File: config.mk
export PLATFORM = sky130hd
export DESIGN_NAME = ifetch_buffer
export DESIGN_NICKNAME = d
export VERILOG_FILES = /design/src/rtl/ifetch_buffer.sv
export SDC_FILE = /design/constraint.sdc
export NUM_CORES = 1
export LEC_CHECK = 0
export ABC_CLOCK_PERIOD_IN_PS = 5100
export BUFFER_PORTS_ARGS = -buffer_cell sky130_fd_sc_hd__buf_2
export CELL_PAD_IN_SITES_DETAIL_PLACEMENT = 2
export CELL_PAD_IN_SITES_GLOBAL_PLACEMENT = 2
export CORE_ASPECT_RATIO = 1.75
export CORE_MARGIN = 2
export CORE_UTILIZATION = 35
export CTS_CLUSTER_DIAMETER = 100
export DETAILED_ROUTE_END_ITERATION = 16
export HOLD_SLACK_MARGIN = 0.12
export PLACE_DENSITY = 0.89
export SLEW_MARGIN = 25
export SYNTH_ARGS = -nofsm -noshare
export SYNTH_HDL_FRONTEND = slang
export SYNTH_SLANG_ARGS = --single-unit
File: constraint.sdc
create_clock -name clk -period 5.1 [get_ports clk]
set_clock_uncertainty 0.05 [all_clocks]
set_input_delay 0.765 -clock clk [delete_from_list [all_inputs] [get_ports clk]]
set_output_delay 0.765 -clock clk [all_outputs]
set_load 0.03 [all_outputs]
File: src/rtl/ifetch_buffer.sv
`timescale 1ns/1ps
`default_nettype none
// ============================================================================
//  Module      : ifetch_buffer
//  Description : Y86-64 instruction prefetch buffer. Streams bytes from a
//                byte-wide instruction memory into a circular byte queue,
//                decodes the head icode for instruction length and presents
//                one complete instruction (up to 10 bytes) with its PC.
//                A redirect flushes the queue and refetches from a new PC.
//  Ports       : clk, rst_n           clock, async active-low reset
//                mem_req/addr/ready   byte read request channel
//                mem_rvalid/rdata     byte read response channel
//                inst_valid/pc/bytes/len/err  head instruction to fetch
//                inst_ready           fetch consumes the head instruction
//                redirect/redirect_pc flush and restart at a new PC
//  Revision    : 1.0  initial release
// ============================================================================
module ifetch_buffer #(
    parameter int DEPTH = 16,
    parameter int PTR_W = 4
) (
    input  logic        clk,
    input  logic        rst_n,
    output logic        mem_req,
    output logic [63:0] mem_addr,
    input  logic        mem_ready,
    input  logic        mem_rvalid,
    input  logic [7:0]  mem_rdata,
    output logic        inst_valid,
    output logic [63:0] inst_pc,
    output logic [79:0] inst_bytes,
    output logic [3:0]  inst_len,
    output logic        inst_err,
    input  logic        inst_ready,
    input  logic        redirect,
    input  logic [63:0] redirect_pc
);

    typedef enum logic [1:0] {
        S_IDLE    = 2'd0,
        S_REQ     = 2'd1,
        S_WAIT    = 2'd2,
        S_DISCARD = 2'd3
    } state_t;

    localparam logic [PTR_W:0] c_full = (PTR_W+1)'(DEPTH);

    state_t             r_state;
    logic [7:0]         r_queue [DEPTH];
    logic [PTR_W-1:0]   r_head;
    logic [PTR_W-1:0]   r_tail;
    logic [PTR_W:0]     r_count;
    logic [63:0]        r_fetch_addr;
    logic [63:0]        r_inst_pc;

    logic [7:0]         w_byte0;
    logic [3:0]         w_len;
    logic               w_err;
    logic [PTR_W:0]     w_len_cnt;
    logic               w_accept;
    logic               w_pop;
    logic               w_push;

    assign w_byte0 = r_queue[r_head];

    // Length decode on the head icode; undefined icodes are 1 byte + error.
    always_comb begin
        w_len = 4'd1;
        w_err = 1'b0;
        case (w_byte0[7:4])
            4'h0, 4'h1, 4'h9:        w_len = 4'd1;
            4'h2, 4'h6, 4'hA, 4'hB:  w_len = 4'd2;
            4'h7, 4'h8:              w_len = 4'd9;
            4'h3, 4'h4, 4'h5:        w_len = 4'd10;
            default: begin
                w_len = 4'd1;
                w_err = 1'b1;
            end
        endcase
    end

    assign w_len_cnt  = {{(PTR_W-3){1'b0}}, w_len};

    assign mem_req    = (r_state == S_REQ) && (r_count < c_full);
    assign mem_addr   = r_fetch_addr;
    assign inst_valid = (r_count >= w_len_cnt);
    assign inst_pc    = r_inst_pc;
    assign inst_len   = w_len;
    assign inst_err   = w_err;

    assign w_accept   = mem_req && mem_ready;
    assign w_pop      = inst_valid && inst_ready && !redirect;
    assign w_push     = (r_state == S_WAIT) && mem_rvalid && !redirect;

    // Head window: byte k of the head instruction, wrapping around the queue.
    for (genvar k = 0; k < 10; k++) begin : g_bytes
        assign inst_bytes[8*k +: 8] = r_queue[r_head + PTR_W'(k)];
    end

    always_ff @(posedge clk or negedge rst_n) begin
        if (!rst_n) begin
            r_state      <= S_IDLE;
            r_head       <= '0;
            r_tail       <= '0;
            r_count      <= '0;
            r_fetch_addr <= '0;
            r_inst_pc    <= '0;
            for (int i = 0; i < DEPTH; i++) begin
                r_queue[i] <= '0;
            end
        end else if (redirect) begin
            r_head       <= '0;
            r_tail       <= '0;
            r_count      <= '0;
            r_fetch_addr <= redirect_pc;
            r_inst_pc    <= redirect_pc;
            // An accepted request whose data has not yet returned must be
            // drained and dropped before issuing at the new address. A
            // response landing in this same cycle closes the transaction.
            case (r_state)
                S_IDLE:    r_state <= S_REQ;
                S_REQ:     r_state <= w_accept ? S_DISCARD : S_REQ;
                S_WAIT:    r_state <= mem_rvalid ? S_REQ : S_DISCARD;
                S_DISCARD: r_state <= mem_rvalid ? S_REQ : S_DISCARD;
                default:   r_state <= S_IDLE;
            endcase
        end else begin
            if (w_push) begin
                r_queue[r_tail] <= mem_rdata;
                r_tail          <= r_tail + 1'b1;
                r_fetch_addr    <= r_fetch_addr + 64'd1;
            end
            if (w_pop) begin
                r_head    <= r_head + PTR_W'(w_len);
                r_inst_pc <= r_inst_pc + 64'(w_len);
            end
            r_count <= r_count + {{PTR_W{1'b0}}, w_push}
                               - (w_pop ? w_len_cnt : '0);
            case (r_state)
                S_IDLE:    r_state <= S_REQ;
                S_REQ:     if (w_accept)   r_state <= S_WAIT;
                S_WAIT:    if (mem_rvalid) r_state <= S_REQ;
                S_DISCARD: if (mem_rvalid) r_state <= S_REQ;
                default:   r_state <= S_IDLE;
            endcase
        end
    end

endmodule
`default_nettype wire

==> metrics.md <==
| Metric | Value |
|---|---|
| Status | `complete, but fails checks` |
| Failing checks | `negative setup slack` |
| Relative slew slack | `27.6%` |
| # DRC | `0` |
| Via count of the first global-routing pass | `18600` |
| Initial Util | `35.4%` |
| Dpl ws | `0.0206 ns` |
| Clock-pin transition on the worst setup and hold timing paths | `about 0.070 ns` |
| Critical Path Start Type | `register` |
| Fmax | `approximately 200 MHz` |
| DR pass1 iterations | `5` |
| Main synth FF type | `dfrtp_1` |
| Worst slew pin tran | `1.06 ns` |
| GRT Util Overall | `33.2%` |
| R2R cell count | `21` |
| Clock tree buffer depth | `3` |
| Routability congestion estimate | `0.954` |
| Critical Path RT | `5.49 ns` |
| Total power | `roughly 0.0086 W` |
| Final WL | `90.4 mm` |
| Mapped cell area | `18500 µm²` |
| Period minus WS final | `between 5 and 6 ns` |
| Die height | `308 µm` |
| Final setup fails | `2` |
| Worst min path class | `input pin to async pin` |
| Post-synth EDFFs | `0` |
| RSZ-0062 raised after global routing | `true` |
| Post-Syn Nets | `1694` |
| Reg2reg setup slack | `-0.04 ns` |
| YS warnings | `0` |
| Inst Count DP | `2492` |
| Crit path top cell by count | `inv_1` |
| Unique cell type count in the Yosys netlist | `between 50 and 60` |
| Reg-to-reg endpoint | `r_count[4]` |
| Largest net degree at the start of global routing | `111` |
| Sink Count | `271` |
| Async set-or-reset flop fraction in the synthesized netlist | `between 90% and 100%` |
| Cells after Synth | `1586` |
| Critical Path, Cell by Cell | `buf_12, mux4_2, mux4_2, a21oi_4, mux2i_4, ha_1, nand2b_1, a211o_1, a211o_1, nand2_2, nor3_1, ha_1, inv_1, ha_2, inv_1, fa_2, inv_1, a21o_1, a21oi_1, xnor2_1, nor2_1` |
| FF+latch count, synth | `271` |
| CP max stage delay | `0.63 ns` |
| CTS buffer count | `30` |
| Share of cells above drive strength 1 | `40.1%` |
| Static leakage | `9.39 nW` |
| Finished Layout Cells | `2566` |
| First-pass GRT wire length | `132 mm` |
| Final antenna-violating net count | `0` |
| Pins over their slew limit | `0` |
| # nets final | `1967` |
| Port Buf Inserts | `around 290` |
| Pwr Density | `389 nW/µm²` |
| CTS H-tree depth | `1` |
| CTS Hold Bufs | `0` |
| Routed len/inst | `about 35 µm` |
| Die span in x | `178 µm` |
| Slowest cell on crit path | `mux4_2` |
| Die ar. | `54900 µm²` |
| Fin. Hold Viols | `0` |
| Hold_ws | `0.193 ns` |
| DR vias/cell | `around 6.5` |
| Setup slack after layout | `-0.0405 ns` |
| Area Growth Syn to Fin | `19.6%` |
| Iteration-0 DRC Markers | `~1200` |
| CTS tree | `done` |
| CP Max Fanout | `14` |
| Crit Reg-Reg Startpoint | `r_head[0]` |
| Overflow after GRT | `0` |
| Worst skew pair latency | `roughly 0.58 ns` |
| Crit share post-route | `101%` |
| Routed vias | `16800` |
| FP Rows | `around 110` |
| Final HPWL DP | `60.9 mm` |
| Worst Setup End Kind | `register` |
| Root buf cell | `clkbuf_16` |
| I/O pin count | `293` |
| Syn avg cell area | `~12 µm²` |
| Core ar. | `52400 µm²` |
| Critical path class | `register to register` |
| Worst Path Arrival | `about 5.5 ns` |
| Max IR drop VDD | `roughly 270 µV` |
| Setup TNS | `-0.0667 ns` |
| Initial antenna violation count | `14` |
| Sequential area share after synthesis | `36.6%` |
| Max Cap Viol | `0` |
| # fillers | `between 5000 and 6000` |
==> sequential cells by signal (all words and copies together) (netlist names) <==
name and count:
r_queue 128, r_tail 4, inst_pc 64, mem_addr 64, r_head 4, r_count 5, r_state 2
==> cell families after synthesis <==
| logic type | share of synthesized area, % |
|---|---|
| compound gates | 7.63 |
| xor+xnor | 3.40 |
| fa+ha+maj | 2.15 |
| buf+inv | 3.39 |
| flops | 36.6 |
| mux | 34.5 |
| other cells | 0.0202 |
| simple gates | 12.3 |
==> critical path: cells and delay by family (launching register included) <==
kind | cells | cell delay, ns
multiplexers | 3 | 1.32
adder cells (fa/ha/maj) | 4 | 1.14
AO/OA/AOI/OAI | 5 | 1.03
flip-flops | 1 | 0.48
AND/OR/NAND/NOR | 4 | 0.44
buffers and inverters | 4 | 0.38
XOR/XNOR | 1 | 0.15
==> metrics by stage <==
step	util, %	instance area, µm²
after floorplan	-	18600
after global placement	40.0	20900
after detailed placement	40.0	20900
after CTS	42.2	22100
after global routing	42.3	22200
final	42.4	22200
==> area by class of cell <==
class / instances / area [µm²] / area share (%)
Antenna cell: 6 / 15.0 / 0.0677
Clock buffer: 42 / 897 / 4.04
Clock inverter: 13 / 169 / 0.762
Inverter: 45 / 171 / 0.773
Multi-Input combinational cell: 1157 / 11200 / 50.5
Sequential cell: 271 / 6790 / 30.6
Tap cell: 678 / 848 / 3.82
Timing Repair Buffer: 354 / 2090 / 9.43
==> Yosys cell counts (3+ instances only) <==
master	instances	area (µm²)
mux2i_1	77	771
nor3_1	24	120
inv_1	43	161
mux2_2	140	1580
o41a_1	19	214
mux4_2	180	4050
nor2_1	116	435
a31oi_1	46	288
or3_1	28	175
fa_1	3	60.1
nand4_1	26	163
o21ai_0	26	130
a311oi_1	13	114
nor2b_1	21	131
and4b_1	3	30.0
or2_2	7	43.8
nor4_1	22	138
a21o_1	4	30.0
dfrtp_1	271	6780
buf_1	15	56.3
xor2_1	28	245
and3_1	26	163
a211oi_1	14	105
and2_1	3	18.8
nand3_1	47	235
and4_1	7	61.3
o31ai_1	21	158
nand2_1	79	297
or4_1	22	165
a21oi_1	63	315
ha_1	27	338
nand3b_1	3	22.5
xnor2_1	44	385
clkbuf_1	94	353
==> placed cells by master (no fill, tap or decap), types with 4 or more instances in the layout <==
master / netlist / routed
mux2i_1: 77 / 76
dfrtp_1: 271 / 269
bufinv_16: 0 / 4
o31ai_1: 21 / 21
a21oi_1: 63 / 62
inv_1: 43 / 42
clkbuf_8: 0 / 8
nand2_1: 79 / 78
nor3_1: 24 / 23
nor2b_1: 21 / 21
xor2_1: 28 / 27
or4_1: 22 / 22
mux2_2: 140 / 140
a21o_1: 4 / 4
xnor2_1: 44 / 42
nand4_1: 26 / 26
a211oi_1: 14 / 14
buf_4: 1 / 52
clkbuf_16: 0 / 31
a311oi_1: 13 / 13
ha_1: 27 / 24
mux4_2: 180 / 180
clkinv_2: 0 / 8
or3_1: 28 / 28
o21ai_0: 26 / 26
or2_2: 7 / 7
nand3_1: 47 / 47
buf_12: 1 / 9
a31oi_1: 46 / 46
nor2_1: 116 / 116
diode_2: 0 / 6
o41a_1: 19 / 19
and4_1: 7 / 7
nor4_1: 22 / 21
buf_2: 0 / 289
and3_1: 26 / 26
==> how the worst max path moves through the flow <==
stage            endpoint  cells after the start  slack, ns       from
2_1_floorplan  r_count[4]                     23       0.02  r_head[0]
3_3_place_gp   r_count[4]                     19       0.24  r_head[0]
6_report       r_count[4]                     21      -0.04  r_head[0]
3_5_place_dp   r_count[4]                     19       0.02  r_head[0]
4_1_cts        r_count[4]                     21      -0.04  r_head[0]
5_1_grt        r_count[4]                     21      -0.15  r_head[0]
==> where the power goes <==
part / internal (W) / switching (W)
Sequential: 0.00232 / 0.000242
Combinational: 0.00136 / 0.00228
Clock: 0.00142 / 0.00101
==> metal layers <==
| metal | share of wire, % | track usage (%) | up-vias |
|---|---|---|---|
| met3 | 9.8 | 12.9 | 403 |
| met1 | 31 | 32.2 | 8670 |
| met4 | 8.0 | 21.7 | 16 |
| met5 | 0.10 | 0 | - |
| li1 | - | - | 6676 |
| met2 | 51 | 57.8 | 986 |
==> timing repair <==
item	in CTS	in global routing
buffers inserted	7	4
endpoints found under the setup margin	39	11
gates resized for setup	3	4
cloned	1	0
pin swaps	1	1
(Power assumes the default switching activity.)
